[src/rtl/pc_ras_unit_if.sv]
// Purpose: execute-stage to PC-unit bundle: execute strobe, opcode, flags, target in; fetch address and RAS status out.
// Latency: none (wiring only).
// Backpressure: none; en_exe_pulse is a one-cycle strobe that is never stalled.
interface pc_ras_unit_if #(
  parameter int unsigned ADDR_W = 32
);
  logic              en_exe_pulse;
  logic [4:0]        opcode;
  logic [1:0]        flag;
  logic [ADDR_W-1:0] imm_ext;
  logic [ADDR_W-1:0] ins_address;
  logic              ras_empty;
  logic              ras_full;
  logic              ras_ovf;
  logic              ras_unf;
  logic              misalign;

  // Decode/execute side: drives the strobe and operands, observes the PC.
  modport master (
    output en_exe_pulse, opcode, flag, imm_ext,
    input  ins_address, ras_empty, ras_full, ras_ovf, ras_unf, misalign
  );

  // PC unit side.
  modport slave (
    input  en_exe_pulse, opcode, flag, imm_ext,
    output ins_address, ras_empty, ras_full, ras_ovf, ras_unf, misalign
  );
endinterface

[src/rtl/pc_ras_unit.sv]
// Purpose: program counter with JMP/BEQ/BL/BG and CALL/RET through a circular return-address stack.
// Latency: 1 cycle from the en_exe_pulse edge to the new ins_address and status/pulse outputs.
// Backpressure: none; state holds whenever en_exe_pulse is low. Optional PC_ALIGN_CHECK_EN rejects unaligned targets.
module pc_ras_unit #(
  parameter int unsigned       ADDR_W     = 32,
  parameter int unsigned       RAS_DEPTH  = 8,
  parameter logic [ADDR_W-1:0] RESET_ADDR = '0,
  parameter logic [ADDR_W-1:0] STEP       = ADDR_W'(4)
) (
  input logic          clk,
  input logic          reset,
  pc_ras_unit_if.slave bus
);
  localparam int unsigned SP_W  = $clog2(RAS_DEPTH);
  localparam int unsigned CNT_W = SP_W + 1;

  localparam logic [4:0] OP_JMP  = 5'b11000;
  localparam logic [4:0] OP_BEQ  = 5'b11001;
  localparam logic [4:0] OP_BL   = 5'b11010;
  localparam logic [4:0] OP_BG   = 5'b11011;
  localparam logic [4:0] OP_CALL = 5'b11100;
  localparam logic [4:0] OP_RET  = 5'b11101;

  // sp points at the next free slot; the top of stack lives at sp-1.
  // When full, sp also points at the oldest entry, so a push overwrites it.
  logic [ADDR_W-1:0] ras_mem [RAS_DEPTH];
  logic [ADDR_W-1:0] pc_q;
  logic [SP_W-1:0]   sp_q;
  logic [CNT_W-1:0]  cnt_q;
  logic              empty_q, full_q, ovf_q, unf_q, mis_q;

  logic [ADDR_W-1:0] pc_inc, target, pc_nxt;
  logic [SP_W-1:0]   top_idx, sp_nxt;
  logic [CNT_W-1:0]  cnt_nxt;
  logic              taken, push, pop, ovf, unf, mis;

  // Decode the opcode into a next PC and the stack operation it implies.
  always_comb begin
    pc_inc  = pc_q + STEP;
    top_idx = sp_q - SP_W'(1);
    target  = bus.imm_ext;
    pc_nxt  = pc_inc;
    taken   = 1'b0;
    push    = 1'b0;
    pop     = 1'b0;
    unf     = 1'b0;
    mis     = 1'b0;
    case (bus.opcode)
      OP_JMP:  taken = 1'b1;
      OP_BEQ:  taken = (bus.flag == 2'b01);
      OP_BL:   taken = (bus.flag == 2'b10);
      OP_BG:   taken = (bus.flag == 2'b11);
      OP_CALL: begin
        taken = 1'b1;
        push  = 1'b1;
      end
      OP_RET: begin
        if (empty_q) begin
          unf = 1'b1;
        end else begin
          taken  = 1'b1;
          pop    = 1'b1;
          target = ras_mem[top_idx];
        end
      end
      default: ;
    endcase
    if (taken) begin
`ifdef PC_ALIGN_CHECK_EN
      // A rejected CALL must not push; a rejected RET has already popped.
      if (target[1:0] != 2'b00) begin
        mis  = 1'b1;
        push = 1'b0;
      end else begin
        pc_nxt = target;
      end
`else
      pc_nxt = target;
`endif
    end
    ovf = push && full_q;
  end

  // Stack pointer and occupancy follow the push/pop decision.
  always_comb begin
    sp_nxt  = sp_q;
    cnt_nxt = cnt_q;
    if (push) begin
      sp_nxt = sp_q + SP_W'(1);
      if (!full_q) cnt_nxt = cnt_q + CNT_W'(1);
    end else if (pop) begin
      sp_nxt  = top_idx;
      cnt_nxt = cnt_q - CNT_W'(1);
    end
  end

  // Architectural state: PC, stack pointer, count, status flags and one-cycle pulses.
  always_ff @(posedge clk) begin
    if (reset) begin
      pc_q    <= RESET_ADDR;
      sp_q    <= '0;
      cnt_q   <= '0;
      empty_q <= 1'b1;
      full_q  <= 1'b0;
      ovf_q   <= 1'b0;
      unf_q   <= 1'b0;
      mis_q   <= 1'b0;
    end else begin
      ovf_q <= bus.en_exe_pulse && ovf;
      unf_q <= bus.en_exe_pulse && unf;
      mis_q <= bus.en_exe_pulse && mis;
      if (bus.en_exe_pulse) begin
        pc_q    <= pc_nxt;
        sp_q    <= sp_nxt;
        cnt_q   <= cnt_nxt;
        empty_q <= (cnt_nxt == '0);
        full_q  <= (cnt_nxt == CNT_W'(RAS_DEPTH));
      end
    end
  end

  // Return-address storage; contents need no reset because count gates every read.
  always_ff @(posedge clk) begin
    if (!reset && bus.en_exe_pulse && push) begin
      ras_mem[sp_q] <= pc_inc;
    end
  end

  assign bus.ins_address = pc_q;
  assign bus.ras_empty   = empty_q;
  assign bus.ras_full    = full_q;
  assign bus.ras_ovf     = ovf_q;
  assign bus.ras_unf     = unf_q;
  assign bus.misalign    = mis_q;
endmodule

[src/flat_wrapper.sv]
// flat-port wrapper written by rule: the top's interface ports become plain ports
module pc_ras_unit_flat 
#(
  parameter int unsigned       ADDR_W     = 32,
  parameter int unsigned       RAS_DEPTH  = 8,
  parameter logic [ADDR_W-1:0] RESET_ADDR = '0,
  parameter logic [ADDR_W-1:0] STEP       = ADDR_W'(4)
)
  (clk, reset, bus_en_exe_pulse, bus_opcode, bus_flag, bus_imm_ext, bus_ins_address, bus_ras_empty, bus_ras_full, bus_ras_ovf, bus_ras_unf, bus_misalign);
  pc_ras_unit_if #(.ADDR_W(ADDR_W)) bus_i ();
  input logic clk;
  input logic reset;
  input wire logic [$bits(bus_i.en_exe_pulse)-1:0] bus_en_exe_pulse;
  input wire logic [$bits(bus_i.opcode)-1:0] bus_opcode;
  input wire logic [$bits(bus_i.flag)-1:0] bus_flag;
  input wire logic [$bits(bus_i.imm_ext)-1:0] bus_imm_ext;
  output wire logic [$bits(bus_i.ins_address)-1:0] bus_ins_address;
  output wire logic [$bits(bus_i.ras_empty)-1:0] bus_ras_empty;
  output wire logic [$bits(bus_i.ras_full)-1:0] bus_ras_full;
  output wire logic [$bits(bus_i.ras_ovf)-1:0] bus_ras_ovf;
  output wire logic [$bits(bus_i.ras_unf)-1:0] bus_ras_unf;
  output wire logic [$bits(bus_i.misalign)-1:0] bus_misalign;
  assign bus_i.en_exe_pulse = bus_en_exe_pulse;
  assign bus_i.opcode = bus_opcode;
  assign bus_i.flag = bus_flag;
  assign bus_i.imm_ext = bus_imm_ext;
  assign bus_ins_address = bus_i.ins_address;
  assign bus_ras_empty = bus_i.ras_empty;
  assign bus_ras_full = bus_i.ras_full;
  assign bus_ras_ovf = bus_i.ras_ovf;
  assign bus_ras_unf = bus_i.ras_unf;
  assign bus_misalign = bus_i.misalign;
  pc_ras_unit #(.ADDR_W(ADDR_W), .RAS_DEPTH(RAS_DEPTH), .RESET_ADDR(RESET_ADDR), .STEP(STEP)) u_core (.clk(clk), .reset(reset), .bus(bus_i));
endmodule
[config.mk]
export PLATFORM = sky130hd
export DESIGN_NAME = pc_ras_unit_flat
export DESIGN_NICKNAME = d
export VERILOG_FILES = /design/src/rtl/pc_ras_unit_if.sv /design/src/rtl/pc_ras_unit.sv /design/src/flat_wrapper.sv
export SDC_FILE = /design/constraint.sdc
export NUM_CORES = 1
export LEC_CHECK = 0
export CAP_MARGIN = 20
export CORE_MARGIN = 1.5
export CORE_UTILIZATION = 60
export DETAILED_ROUTE_END_ITERATION = 6
export PLACE_DENSITY = 0.79
export SLEW_MARGIN = 5
export SYNTH_ARGS = -nofsm -noshare
export SYNTH_HDL_FRONTEND = slang
export SYNTH_SLANG_ARGS = --single-unit
[constraint.sdc]
create_clock -name clk -period 13.2 [get_ports clk]
set_input_delay 2.64 -clock clk [delete_from_list [all_inputs] [get_ports clk]]
set_output_delay 2.64 -clock clk [all_outputs]
set_load 0.01 [all_outputs]
==> flow_summary.rst <==
.. list-table::
   :header-rows: 1

   * - Metric
     - Value
   * - Peak fanout along the critical path
     - 23
   * - Worst-Margin Slew
     - 1100 ps
   * - Number of enable flip-flop cells after synthesis
     - 256
   * - Worst VDD drop
     - 109 µV
   * - Initial Util
     - 60.7%
   * - Total via count in the routed design
     - 7,669
   * - Count of mapped cells out of synthesis
     - 797
   * - Final number of hold-violating endpoints
     - 0
   * - Required time of the worst setup path
     - 13,390 ps
   * - Largest net degree at the start of global routing
     - 47
   * - Quantity of gates resized following cts
     - 0
   * - Kind of launch point of the worst setup path
     - input port
   * - Global placer's final weighted congestion
     - 0.870
   * - Final worst slack
     - 7730 ps
   * - Initial antenna violation count
     - 0
   * - Clock latency on the worst-skew pair
     - 540 ps
   * - Final design area excluding fillers
     - 0.0147 mm²
   * - Area of the mapped netlist
     - 0.0127 mm²
   * - Total power divided by cell area
     - 134 mW/mm²
   * - Post-DP HPWL
     - 17,600 µm
   * - Worst reg-to-reg setup slack
     - 9550 ps
   * - Finished Layout Cells
     - 1,166
   * - Clock-pin transition on the worst setup and hold timing paths
     - 60 ps
   * - TritonRoute pass-1 iters
     - 7
   * - TritonCTS buffer count
     - 29
   * - Top Ports
     - 79
   * - Post-Route WL
     - 29,200 µm
   * - Layout fillers
     - 1,322
   * - Cell with the most instances on the worst path
     - sky130_fd_sc_hd__nand2_1
   * - Worst flop-to-flop path startpoint
     - u_core.sp_q[0]$_SDFFE_PP0P_
   * - Net count after synthesis
     - 844
   * - Static Leakage
     - 4.79 nW
   * - Number of clock sinks seen by CTS
     - 299
   * - Highest clock rate
     - 183 MHz
   * - Cell accounting for the most synthesized area
     - sky130_fd_sc_hd__edfxtp_1
   * - Global-route wire length before repair
     - 45,400 µm
   * - Area of the die
     - 0.0220 mm²
   * - Startpoint-to-endpoint class of the critical path
     - in -> reg
   * - Clock Skew
     - 11.2 ps
   * - Core Util, Final
     - 70.5%
   * - Fin crit share
     - 41.5%
   * - Fraction of final layout cells sized beyond drive strength 1
     - 16.6%
   * - Main flop type after synthesis
     - sky130_fd_sc_hd__edfxtp_1
   * - Row count
     - 53
   * - R2R Path End
     - u_core.bus.ins_address[24]$_SDFFE_PP0P_
   * - Total of hold buffers inserted after clock tree synthesis
     - 0
   * - Hold_ws
     - 531 ps
   * - Clock tree from TritonCTS
     - done
   * - Unrepaired setup endpoints after global routing
     - false
   * - Status
     - complete, no violations
   * - Count of max-cap constraint violations
     - 0
   * - Global route overflow
     - 0
   * - Cell at the slowest stage of the critical path
     - sky130_fd_sc_hd__nor3_2
   * - FF+latch count, synth
     - 299
   * - Cell at the root of the clock tree
     - sky130_fd_sc_hd__clkbuf_16
   * - Synthesis warning total
     - 0
   * - Floorplan core area
     - 0.0209 mm²
   * - Drc violations
     - 0
   * - Horiz. Die Dim
     - 148 µm
   * - Area grow syn2layout
     - 16.2%
   * - Path category of the worst min-delay check
     - reg -> reg
   * - Count of nets after finishing
     - 916
   * - GRT Util Overall
     - 27.7%
   * - N_diodes
     - 0
   * - CP Launch Point
     - bus_opcode[1]
   * - Post-route total power
     - 1.98 mW
   * - Cells along the critical path
     - clkdlybuf4s50_1, and4b_1, nand2_1, nor3_1, nand2_1, nor3_2, buf_4
   * - Avg Inst Size Synth
     - 15.9 µm²
   * - Crit-path max cell delay
     - 820 ps
   * - Async set-or-reset flop fraction in the synthesized netlist
     - 0%
   * - Wire length per cell
     - 25.1 µm
   * - Area contributors post-synth
     - sky130_fd_sc_hd__edfxtp_1 61%, sky130_fd_sc_hd__mux4_2 11%, sky130_fd_sc_hd__dfxtp_1 6.8%
   * - Number of placed cells counting well taps
     - 1,112
   * - CTS H-Tree Depth
     - 1
   * - Ratio of routed vias to standard cells
     - 6.58
   * - Pins Over Slew Limit
     - 0
   * - Data arrival at the endpoint of the critical path
     - 5660 ps
   * - Die Span Y
     - 148 µm
   * - Setup_tns
     - 0 ps
   * - Number of nets with antenna violations after detailed routing
     - 0
   * - Instance area after placement
     - 0.0137 mm²
   * - Start point of the worst min-delay path
     - u_core.bus.ras_full$_SDFFE_PP0P_
   * - Worst max-slew margin expressed relative to the limit
     - 26.3%
   * - Post-CTS setup buffers
     - 0
   * - Buffer depth of the longest clock path
     - 3
   * - Type of destination of the critical path
     - flip-flop
   * - Post-placement worst setup slack
     - 7220 ps
   * - Register-to-Register Path Depth
     - 8
   * - Initial drt markers
     - 931
   * - Final min period
     - 5470 ps
   * - Via count of the first global-routing pass
     - 7,824
   * - Post-synthesis sequential area ratio
     - 67.4%
   * - Number of buffer cells added on primary ports
     - 77
   * - Area fraction of the dominant cell type after synthesis
     - 60.6%
   * - Synth unique cells
     - 64
   * - Last element of the critical path
     - u_core.ras_mem[0][11]$_DFFE_PP_
   * - Final-report setup violation count
     - 0
final cells by class:
cell class / count / area (µm²) / area share [%]
repair buffers: 91 / 898 / 6.10
well taps: 275 / 344 / 2.33
flip-flops and latches: 299 / 8550 / 58.0
clock inverters: 10 / 151 / 1.03
multi-input cells: 435 / 3910 / 26.5
inverters: 13 / 48.8 / 0.331
clock buffers: 43 / 830 / 5.63
sequential cells by signal, indices dropped and copies added (netlist names):
signal,flops
u_core.bus.ras_empty,1
u_core.cnt_q,4
u_core.sp_q,3
u_core.bus.ins_address,32
u_core.bus.ras_unf,1
u_core.ras_mem,256
u_core.bus.ras_ovf,1
u_core.bus.ras_full,1
synth_stat cells, drive strengths merged, types with 2 or more instances:
library cell,count
edfxtp,256
mux4,64
nand2,64
nor2,49
dfxtp,43
mux2i,32
clkbuf,29
o21ai,26
a21oi,22
buf,19
xor2,19
nor3,17
nand3,16
o211ai,14
xnor2,14
inv,13
o22ai,12
nor4,7
a211oi,6
a311oi,5
ha,5
nand4,5
a32oi,4
and3,4
nand2b,4
nand4b,4
a22oi,3
a31oi,3
nand3b,3
or3,3
or4,3
a41oi,2
and4,2
mux2,2
nor2b,2
nor3b,2
nor4b,2
o211a,2
o31ai,2
cells by family after synthesis:
logic type                 Yosys count  share of synthesized area (%)
buffers and inverters               63                           2.52
adders and majority gates            5                          0.493
xor gates and xnor gates            33                           2.28
AOI/OAI and AO/OA                  109                           5.59
muxes                               98                           14.1
and+or+nand+nor                    189                           7.63
other                                1                         0.0296
DFF                                299                           67.4
power breakdown:
group | switching, mW | internal, mW
clock network | 0.338 | 0.511
logic | 0.0491 | 0.0388
registers | 0.0129 | 1.03
total | 0.400 | 1.58
worst max-delay path, delay by kind of cell:
kind / cells / cell delay, ps
buffers and inverters: 2 / 1000
AND/OR/NAND/NOR: 5 / 2010
metal layers:
layer	up-vias	share of wire [%]	track usage, %
li1	3274	-	-
met1	3866	39	38.2
met2	450	50	45.9
met3	79	8.9	4.42
met4	0	2.9	8.96
met5	-	0	0
cells in the final DEF, fill, tap and decap left out, types with 22 or more instances in the layout:
cell and count:
sky130_fd_sc_hd__o21ai_0 26, sky130_fd_sc_hd__mux4_2 64, sky130_fd_sc_hd__nand2_1 63, sky130_fd_sc_hd__edfxtp_1 256
sky130_fd_sc_hd__a21oi_1 22, sky130_fd_sc_hd__clkbuf_16 30, sky130_fd_sc_hd__dfxtp_1 42, sky130_fd_sc_hd__nor2_1 43
sky130_fd_sc_hd__mux2i_1 32, sky130_fd_sc_hd__clkdlybuf4s50_1 75
how the worst min path moves through the flow:
stage / to / slack (ps) / depth (start not counted)
final: u_core.bus.ras_ovf$_SDFF_PP0_ / 530 / 2
after floorplan: u_core.cnt_q[3]$_SDFFE_PP0P_ / 500 / 2
after CTS: u_core.bus.ras_ovf$_SDFF_PP0_ / 520 / 2
after global placement: u_core.bus.ras_ovf$_SDFF_PP0_ / 510 / 2
after global routing: u_core.bus.ras_ovf$_SDFF_PP0_ / 560 / 2
after detailed placement: u_core.bus.ras_ovf$_SDFF_PP0_ / 510 / 2
Note: power is estimated with default switching activity, not from simulation.
